`src/rtl/l1_cache_bus_unit.sv`:
```
// l1_cache_bus_unit
//   Bus side of the L1 cache. Runs one transaction at a time on the external
//   bus: a single write-through, a single read, or a whole-line fill of
//   LINE_WORDS 64-bit beats issued back to back.
//
// Ports
//   clk, rst               clock, synchronous active-high reset
//   write_through_req      single write request (highest priority)
//   read_line_req          line fill request
//   read_req               single read request (lowest priority)
//   size, pa, wt_data      request attributes, latched when leaving IDLE
//   line_data, addr_count  captured read data and its beat index
//   line_write             cache data-array write strobe (one per line beat)
//   cache_entry_write      line fill complete, update the tag entry
//   trans_rdy, bus_error   one-cycle completion / failure pulses
//   bus_*                  external bus request side; bus_rdata/ack/err back
//
// Build option
//   L1_BU_TIMEOUT_EN       compile in a watchdog that turns TIMEOUT_CYCLES
//                          un-answered bus_req cycles into a bus error.
module l1_cache_bus_unit #(
  parameter int LINE_WORDS     = 8,
  parameter int TIMEOUT_CYCLES = 255
) (
  input  logic        clk,
  input  logic        rst,
  input  logic        write_through_req,
  input  logic        read_req,
  input  logic        read_line_req,
  input  logic [3:0]  size,
  input  logic [63:0] pa,
  input  logic [63:0] wt_data,
  output logic [63:0] line_data,
  output logic [10:0] addr_count,
  output logic        line_write,
  output logic        cache_entry_write,
  output logic        trans_rdy,
  output logic        bus_error,
  output logic        bus_req,
  output logic        bus_we,
  output logic [3:0]  bus_size,
  output logic [63:0] bus_addr,
  output logic [63:0] bus_wdata,
  input  logic [63:0] bus_rdata,
  input  logic        bus_ack,
  input  logic        bus_err
);

  // Byte-offset bits of a line; cleared to get the line base address.
  localparam int OFFW = $clog2(LINE_WORDS * 8);

  typedef enum logic [2:0] {IDLE, WRITE, READ, LINE, DONE, FAIL} state_e;

  state_e      state_q, state_d;
  logic [10:0] beat_q, beat_d;
  logic [63:0] pa_q, pa_d;
  logic [3:0]  size_q, size_d;
  logic [63:0] wdata_q, wdata_d;
  logic [63:0] line_data_q, line_data_d;
  logic [10:0] addr_count_q, addr_count_d;
  logic        line_write_q, line_write_d;

  logic        active, ack_now, fail_now, last_beat, timeout;
  logic [63:0] line_base;

  assign active    = (state_q == WRITE) || (state_q == READ) || (state_q == LINE);
  assign ack_now   = active && bus_ack && !bus_err;       // bus_err wins over bus_ack
  assign fail_now  = active && (bus_err || timeout);
  assign last_beat = (beat_q == 11'(LINE_WORDS - 1));
  assign line_base = {pa_q[63:OFFW], {OFFW{1'b0}}};

`ifdef L1_BU_TIMEOUT_EN
  localparam int WDW = $clog2(TIMEOUT_CYCLES + 1);
  logic [WDW-1:0] wd_q, wd_d;

  // Counts un-answered cycles of the current beat; any answer restarts it.
  always_comb begin
    wd_d = '0;
    if (active && !bus_ack && !bus_err) wd_d = wd_q + 1'b1;
  end

  assign timeout = active && !bus_ack && !bus_err && (wd_q == WDW'(TIMEOUT_CYCLES - 1));

  always_ff @(posedge clk) begin
    if (rst) wd_q <= '0;
    else     wd_q <= wd_d;
  end
`else
  assign timeout = 1'b0;
`endif

  always_ff @(posedge clk) begin
    if (rst) begin
      state_q      <= IDLE;
      beat_q       <= '0;
      pa_q         <= '0;
      size_q       <= '0;
      wdata_q      <= '0;
      line_data_q  <= '0;
      addr_count_q <= '0;
      line_write_q <= 1'b0;
    end else begin
      state_q      <= state_d;
      beat_q       <= beat_d;
      pa_q         <= pa_d;
      size_q       <= size_d;
      wdata_q      <= wdata_d;
      line_data_q  <= line_data_d;
      addr_count_q <= addr_count_d;
      line_write_q <= line_write_d;
    end
  end

  always_comb begin
    state_d      = state_q;
    beat_d       = beat_q;
    pa_d         = pa_q;
    size_d       = size_q;
    wdata_d      = wdata_q;
    line_data_d  = line_data_q;
    addr_count_d = addr_count_q;
    line_write_d = 1'b0;
    unique case (state_q)
      IDLE: begin
        beat_d = '0;
        if (write_through_req || read_line_req || read_req) begin
          pa_d    = pa;
          size_d  = size;
          wdata_d = wt_data;
        end
        if (write_through_req)  state_d = WRITE;
        else if (read_line_req) state_d = LINE;
        else if (read_req)      state_d = READ;
      end
      WRITE, READ: begin
        if (fail_now) state_d = FAIL;
        else if (ack_now) begin
          state_d = DONE;
          if (state_q == READ) begin
            line_data_d  = bus_rdata;
            addr_count_d = '0;
          end
        end
      end
      LINE: begin
        if (fail_now) state_d = FAIL;
        else if (ack_now) begin
          line_data_d  = bus_rdata;
          addr_count_d = beat_q;
          line_write_d = 1'b1;
          if (last_beat) state_d = DONE;
          else           beat_d  = beat_q + 11'd1;
        end
      end
      default: state_d = IDLE;  // DONE and FAIL last exactly one cycle
    endcase
  end

  // Bus attributes come straight from latched state, so they stay stable
  // for the whole beat and read as zero outside a transaction.
  always_comb begin
    bus_addr  = '0;
    bus_size  = '0;
    bus_wdata = '0;
    unique case (state_q)
      WRITE: begin
        bus_addr  = pa_q;
        bus_size  = size_q;
        bus_wdata = wdata_q;
      end
      READ: begin
        bus_addr = pa_q;
        bus_size = size_q;
      end
      LINE: begin
        bus_addr = line_base + {50'd0, beat_q, 3'b000};
        bus_size = 4'b1000;
      end
      default: ;
    endcase
  end

  assign bus_req           = active;
  assign bus_we            = (state_q == WRITE);
  assign trans_rdy         = (state_q == DONE);
  assign bus_error         = (state_q == FAIL);
  assign line_write        = line_write_q;
  // Only a line fill reaches DONE with a beat strobe still pending.
  assign cache_entry_write = (state_q == DONE) && line_write_q;
  assign line_data         = line_data_q;
  assign addr_count        = addr_count_q;

endmodule

```
`config.mk`:
```
export PLATFORM = sky130hd
export DESIGN_NAME = l1_cache_bus_unit
export DESIGN_NICKNAME = d
export VERILOG_FILES = /design/src/rtl/l1_cache_bus_unit.sv
export SDC_FILE = /design/constraint.sdc
export NUM_CORES = 1
export LEC_CHECK = 0
export CAP_MARGIN = 20
export CORE_AREA = 2 2 169 171
export DETAILED_ROUTE_END_ITERATION = 10
export DIE_AREA = 0 0 171 173
export GPL_ROUTABILITY_DRIVEN = 0
export PLACE_DENSITY = 0.76
export SETUP_SLACK_MARGIN = 0.4
export SLEW_MARGIN = 20
export SYNTH_ARGS = -nofsm -noshare
export SYNTH_HDL_FRONTEND = slang
export SYNTH_SLANG_ARGS = --single-unit
export TNS_END_PERCENT = 5
```
`constraint.sdc`:
```
create_clock -name clk -period 2.7 [get_ports clk]
set_clock_uncertainty 0.1 [all_clocks]
set_input_delay 0.27 -clock clk [delete_from_list [all_inputs] [get_ports clk]]
set_output_delay 0.27 -clock clk [all_outputs]
set_load 0.01 [all_outputs]
```
==> run_results.csv, run 1 <==
group,metric,value,unit
grt,first_global_vias,12600,
timing,period_share,125,%
drt,detail-route-antenna-nets,0,
yosys,synthesis.area_per_instance,7.18,um2
drt,dr.pass1.iters,6,
critical_path,timing.reg2reg.worst_path_depth,9,
yosys,post_synth_mux_area_share,0.728,%
critical_path,worstSetupEndpointType,"primary output",
final_layout,antenna_cells_inserted,0,
critical_path,crit_path_cell_count,10,
critical_path,timing_worst_setup_path_type,"reg2out",
power_and_ir_drop,power_density,591,mW/mm2
status,violated_checks,"negative setup slack",
timing,tightestPinTransition,0.509,ns
clock_network,clkSlewWorstSetupHoldPaths,0.06,ns
drt,drc,0,
grt,grt_pass1_wl,67800,um
placed_design,hpwl,30500,um
hold_path,whs_path_depth,2,
yosys,synth_top_cells_by_count,"473 x nand2_1, 240 x a21oi_1, 222 x dfxtp_1",
yosys,synth.top_cells.by_area,"dfxtp_1 40%, nand2_1 16%, a21oi_1 11%",
status,status,"finished with violations",
yosys,synth-simple-area-share,32.2,%
timing,fin_crit,3.38,ns
drt,detail_route.wirelength,44200,um
critical_path,critical_path_peak_fanout,5,
yosys,ys_dominant_reg_cell,"dfxtp_1",
clock_network,cts-root-buf,"clkbuf_16",
yosys,synth_fp_nets,1745,
run,max_cap_viol_count,0,
critical_path,cp.arrival,3.01,ns
critical_path,crit_path_top_delay_cell,"a221o_1",
yosys,synthesis.instances,1532,
yosys,mappedNetlistArea,0.0110,mm2
grt,grt_remaining_overflow,0,
placed_design,dp_cells,2378,
drt,avgViaCountPerCell,5.45,
floorplanning,die_w,171,um
floorplanning,core-area,0.0276,mm2
yosys,synth-compound-area-share,18.7,%
power_and_ir_drop,total_leakage_power,7.15,nW
placed_design,detailed_place.area,0.0168,mm2
timing,report.final.setup_viol,53,
clock_network,clock_latency,0.54,ns
critical_path,critical_path.top_delay_family,"compound AO/OA/AOI/OAI gates",
final_layout,stdcell_count,2448,
yosys,synth_top_area_share,40.4,%
clock_network,cts-htree-levels,1,
drt,number_of_vias_in_the_routed_layout,13300,
yosys,yosys_register_bits,222,
timing,remaining_max_slew_budget_at_the_tightest_pin,66.1,%
grt,antenna_found_initial,2,
timing,report.final.hold_viol_count,0,
placed_design,portBuffers,415,
clock_network,cts_made_buffers,26,
drt,detail_route.wl_per_cell,18.1,um
grt,grt_max_degree,113,
yosys,post-synth-top-area-cell,"dfxtp_1",
placed_design,preCtsSetupSlack,-0.583,ns
final_layout,area_growth,67.7,%
drt,dr_iter_0_viols,1452,
yosys,synthAdderAreaFrac,1.20,%
clock_network,cts_hold_repair.buffers,0,
timing,final_critical_path_setup_slack,-0.678,ns
yosys,ys_seq_area_share,40.4,%
final_layout,final_core_util,66.8,%
critical_path,critPathMaxStageDelay,0.37,ns
floorplanning,rows,61,
timing,maxSlewViolCount,0,
floorplanning,design.die.area,0.0296,mm2
final_layout,number_of_fillers_in_the_final_layout,2268,
floorplanning,num_io_pins,416,
yosys,synthDistinctLibCells,68,
clock_network,clkSinkCount,222,
yosys,xor_xnor_share_of_the_synthesized_area,2.23,%
yosys,yosysMostFrequentCell,"nand2_1",
timing,worst_hold_slack,0.0659,ns
timing,grt_setup_unrepaired,"true",
power_and_ir_drop,worst_vdd_rail_ir_drop,0.000446,V
yosys,ys_async_sr_fraction,0,%
hold_path,worst_hold_path_type,"in2reg",
critical_path,worstPathRequired,2.33,ns
yosys,synth_warnings,0,
final_layout,final_design_area_no_fill,0.0185,mm2
critical_path,worstPathBufferInverterCount,3,
clock_network,maximum_clock_insertion_buffer_count,3,
critical_path,setup.worst_path.start_class,"flop",
yosys,synth_top_family_by_area,"simple AND/OR/NAND/NOR gates",
clock_network,cts_tree,"yes",
timing,final_tns_setup,-24.28,ns
critical_path,critical_path.cell_chain,"ha_4 > and2_4 > a221o_1 > o211ai_4 > buf_6 > a21boi_2 > buf_4 > a311o_1 > o211ai_1 > buf_2",
final_layout,final_net_count,2265,
power_and_ir_drop,power,10.9,mW
grt,globalRouteTotalUtil,28.2,%
timing,max_freq,296,MHz
yosys,number_of_enable_flip_flop_cells_after_synthesis,0,
final_layout,layout-drive-gt1-share,24.4,%
floorplanning,die_h,173,um
floorplanning,starting_density_of_the_core,39.8,%
==> state kept, by name (all words and copies together), names as in the netlist <==
register and count:
line_data 64, pa_q 64, wdata_q 64, addr_count 11
beat_q 11, size_q 4, state_q 3, line_write 1
==> layer usage <==
layer  GRT usage [%]  vias up  wire length [um]  share of wire, %
li1                -     6269                 -                 -
met2            47.5      704             21200                48
met1            34.9     6217             17100                39
met3            6.94      155              4240               9.6
met4            9.71        4              1580               3.6
met5               0        -                27             0.061
==> kinds of logic (layout without fill, tap and decap cells) <==
group,count (synthesis),count (layout)
compound gates,355,355
xor+xnor,28,28
fa+ha+maj,10,10
buf+inv,130,668
flops,222,222
mux,8,8
simple gates,779,779
==> power by group <==
group | switching [mW] | internal (mW) | leakage (nW)
combinational | 1.97 | 1.53 | 4.90
sequential | 0.237 | 3.64 | 1.82
clock | 1.44 | 2.10 | 0.424
total | 3.65 | 7.27 | 7.15
==> worst reg2reg max path: stages, from the launching register on <==
cell	delay (ns)
dfxtp_4	0.45
buf_12	0.19
clkinvlp_4	0.14
nand2_1	0.14
nor2_1	0.07
buf_4	0.15
o31ai_4	0.07
clkbuf_16	0.42
nand2_1	0.28
a21oi_2	0.16
==> cell usage in the layout (no fill, tap or decap), types with 40 or more instances in the layout <==
master / count
a21oi_1: 232
and2_1: 69
buf_2: 41
buf_4: 168
buf_6: 40
clkdlybuf4s15_2: 60
clkdlybuf4s50_1: 277
dfxtp_1: 202
nand2_1: 472
nor2_1: 48
==> timing repair <==
item                                    4_1_cts  5_1_grt
buffers inserted                             17        7
gates resized for setup                     566       93
endpoints found under the setup margin      137      147
endpoints found under the hold margin         0        0
pin swaps                                    51       36
==> cell type report <==
cell class              instances  area [um2]  share of cell area, %
multi-input cells            1180        6850                   37.1
repair buffers                615        5760                   31.2
flip-flops and latches        222        4480                   24.3
clock buffers                  35         734                   3.98
well taps                     378         473                   2.56
clock inverters                11         126                  0.685
inverters                       7        31.3                  0.169
==> worst paths after layout <==
check | startpoint | endpoint | slack, ns
min | rst | pa_q[20]$_SDFFE_PP0P_ | 0.07
max | pa_q[9]$_SDFFE_PP0P_ | bus_addr[61] | -0.68
min reg2reg | wdata_q[10]$_SDFFE_PP0P_ | wdata_q[10]$_SDFFE_PP0P_ | 0.35
max reg2reg | state_q[0]$_SDFFE_PP0P_ | wdata_q[2]$_SDFFE_PP0P_ | 0.46
Power figures use the tool's default switching activity.
==> run 2, diff against run 1 <==
- CTS_CLUSTER_DIAMETER: default -> 40
- HOLD_SLACK_MARGIN: default -> 0.08
==> run_results.csv, run 2 (same netlist as run 1, synthesis figures left out) <==
group,metric,value,unit
critical_path,crit_path_top_delay_cell,"a221o_1",
final_layout,number_of_fillers_in_the_final_layout,2205,
clock_network,clkSinkCount,222,
grt,grt_max_degree,113,
power_and_ir_drop,power,12.5,mW
final_layout,layout-drive-gt1-share,24.8,%
drt,dr_iter_0_viols,1397,
timing,worst_hold_slack,0.188,ns
drt,detail-route-antenna-nets,0,
drt,avgViaCountPerCell,5.39,
final_layout,mostFrequentLayoutCell,"nand2_1",
power_and_ir_drop,intPower,8.47,mW
floorplanning,design.die.area,0.0296,mm2
grt,antenna_found_initial,2,
floorplanning,starting_density_of_the_core,39.8,%
power_and_ir_drop,power.share.switching,32.0,%
grt,globalRouteTotalUtil,28.7,%
critical_path,timing_worst_setup_path_type,"reg2out",
placed_design,hpwl,30500,um
status,status,"finished with violations",
critical_path,worstSetupEndpointType,"primary output",
final_layout,most-common-layout-cells,"472 x nand2_1, 278 x clkdlybuf4s50_1, 235 x a21oi_1, 195 x dfxtp_1, 174 x buf_4",
drt,dr.pass1.iters,8,
final_layout,final_core_util,68.5,%
timing,max_freq,298,MHz
critical_path,crit_path_frequent_cell,"buf_6",
power_and_ir_drop,share_clk_of_total_power,41.2,%
power_and_ir_drop,total_leakage_power,7.48,nW
timing,period_share,124,%
clock_network,clock_latency,0.53,ns
floorplanning,rows,61,
timing,report.final.hold_viol_count,0,
critical_path,worstPathRequired,2.33,ns
critical_path,critical_path.cell_chain,"ha_4 > and2_4 > a221o_1 > o211ai_4 > buf_6 > a21boi_4 > buf_6 > a311o_1 > o211ai_1 > buf_2",
timing,tightestPinTransition,0.551,ns
timing,grt_setup_unrepaired,"true",
timing,fin_crit,3.36,ns
clock_network,cts_made_buffers,38,
power_and_ir_drop,power_density,658,mW/mm2
placed_design,preCtsSetupSlack,-0.583,ns
drt,detail_route.wl_per_cell,18.0,um
drt,number_of_vias_in_the_routed_layout,13400,
grt,first_global_vias,13000,
power_and_ir_drop,comb_power_share,27.6,%
timing,report.final.setup_viol,54,
run,max_cap_viol_count,0,
drt,drc,0,
power_and_ir_drop,net-switching-power,3.98,mW
critical_path,cp.arrival,2.99,ns
floorplanning,core-area,0.0276,mm2
critical_path,critical_path_peak_fanout,5,
floorplanning,num_io_pins,416,
timing,remaining_max_slew_budget_at_the_tightest_pin,63.3,%
drt,detail_route.wirelength,44500,um
timing,final_tns_setup,-26.35,ns
final_layout,antenna_cells_inserted,0,
floorplanning,die_h,173,um
status,violated_checks,"negative setup slack",
critical_path,critPathMaxStageDelay,0.38,ns
final_layout,area_growth,72.0,%
timing,maxSlewViolCount,0,
floorplanning,die_w,171,um
power_and_ir_drop,pwr-share-seq,31.2,%
placed_design,portBuffers,415,
hold_path,worst_hold_path_type,"in2reg",
clock_network,cts-htree-levels,2,
critical_path,setup.worst_path.start_class,"flop",
clock_network,clkSlewWorstSetupHoldPaths,0.05,ns
clock_network,maximum_clock_insertion_buffer_count,3,
power_and_ir_drop,worst_vdd_rail_ir_drop,0.000684,V
clock_network,cts-root-buf,"clkbuf_16",
final_layout,final_net_count,2285,
grt,grt_pass1_wl,68900,um
clock_network,cts_tree,"yes",
timing,final_critical_path_setup_slack,-0.657,ns
grt,grt_remaining_overflow,0,
run 2: changes by cell type in the layout (fill, tap and decap cells not counted), sizes merged, moves of 4 or more:
cell / previous run / this run
clkdlybuf4s15: 65 / 53
inv: 5 / 9
bufinv: 2 / 6
dlygate4sd2: 7 / 18
clkinv: 9 / 15
clkbuf: 40 / 56
run 2: what timing repair did:
item / 4_1_cts / 5_1_grt
cloned: 0 / 0
setup buffers: 15 / 16
endpoints found under the setup margin: 137 / 135
hold buffers: 1 / 0
endpoints found under the hold margin: 42 / 0
pin swaps: 53 / 30
gates resized for setup: 511 / 92
run 2: final cells by class:
type	count	area, um2	share of cell area [%]
tap	378	473	2.50
clock inverter	25	354	1.87
clock buffer	44	1020	5.41
timing repair buffer	623	5760	30.4
multi-input combinational	1180	6810	36.0
sequential	222	4490	23.7
inverter	7	26.3	0.139
run 2: stage by stage:
| stage | cell area (um2) | cells |
|---|---|---|
| final | 18900 | 2479 |
| after global routing | 18900 | 2479 |
| after CTS | 18700 | 2463 |
| after detailed placement | 16800 | 2378 |
| after global placement | 16800 | 2378 |
| after floorplan | 11200 | 1532 |
run 2: path summary, 6_finish.rpt:
path / startpoint / endpoint / slack, ns / cells after the start
worst min-delay path: pa[32] / pa_q[32]$_SDFFE_PP0P_ / 0.19 / 3
worst max-delay path: beat_q[6]$_SDFFE_PP0P_ / bus_addr[61] / -0.66 / 10
worst max register to register: state_q[0]$_SDFFE_PP0P_ / wdata_q[17]$_SDFFE_PP0P_ / 0.49 / 9
worst min register to register: wdata_q[18]$_SDFFE_PP0P_ / wdata_q[18]$_SDFFE_PP0P_ / 0.35 / 2
run 2: worst max-delay path: cells and delay by family (launching register included):
family	cells	cell delay, ns
AOI/OAI and AO/OA	5	1.23
buffers and inverters	3	0.49
DFF	1	0.35
adders and majority gates	1	0.25
and+or+nand+nor	1	0.16
run 2: routing by layer:
metal	wire [um]	vias to the layer above	global-route usage (%)
met1	17200	6156	34.5
met2	20700	711	47.2
met3	4560	182	8.70
li1	-	6306	-
met5	27	-	0
met4	2020	4	12.1
run 2: power by group through the flow:
stage	combinational [mW]	sequential, mW	clock [mW]
after floorplan	1.69	3.90	0
after global placement	3.30	3.90	0
after detailed placement	3.35	3.91	0
after CTS	3.35	3.87	5.20
after global routing	3.72	3.92	5.37
final	3.44	3.88	5.14
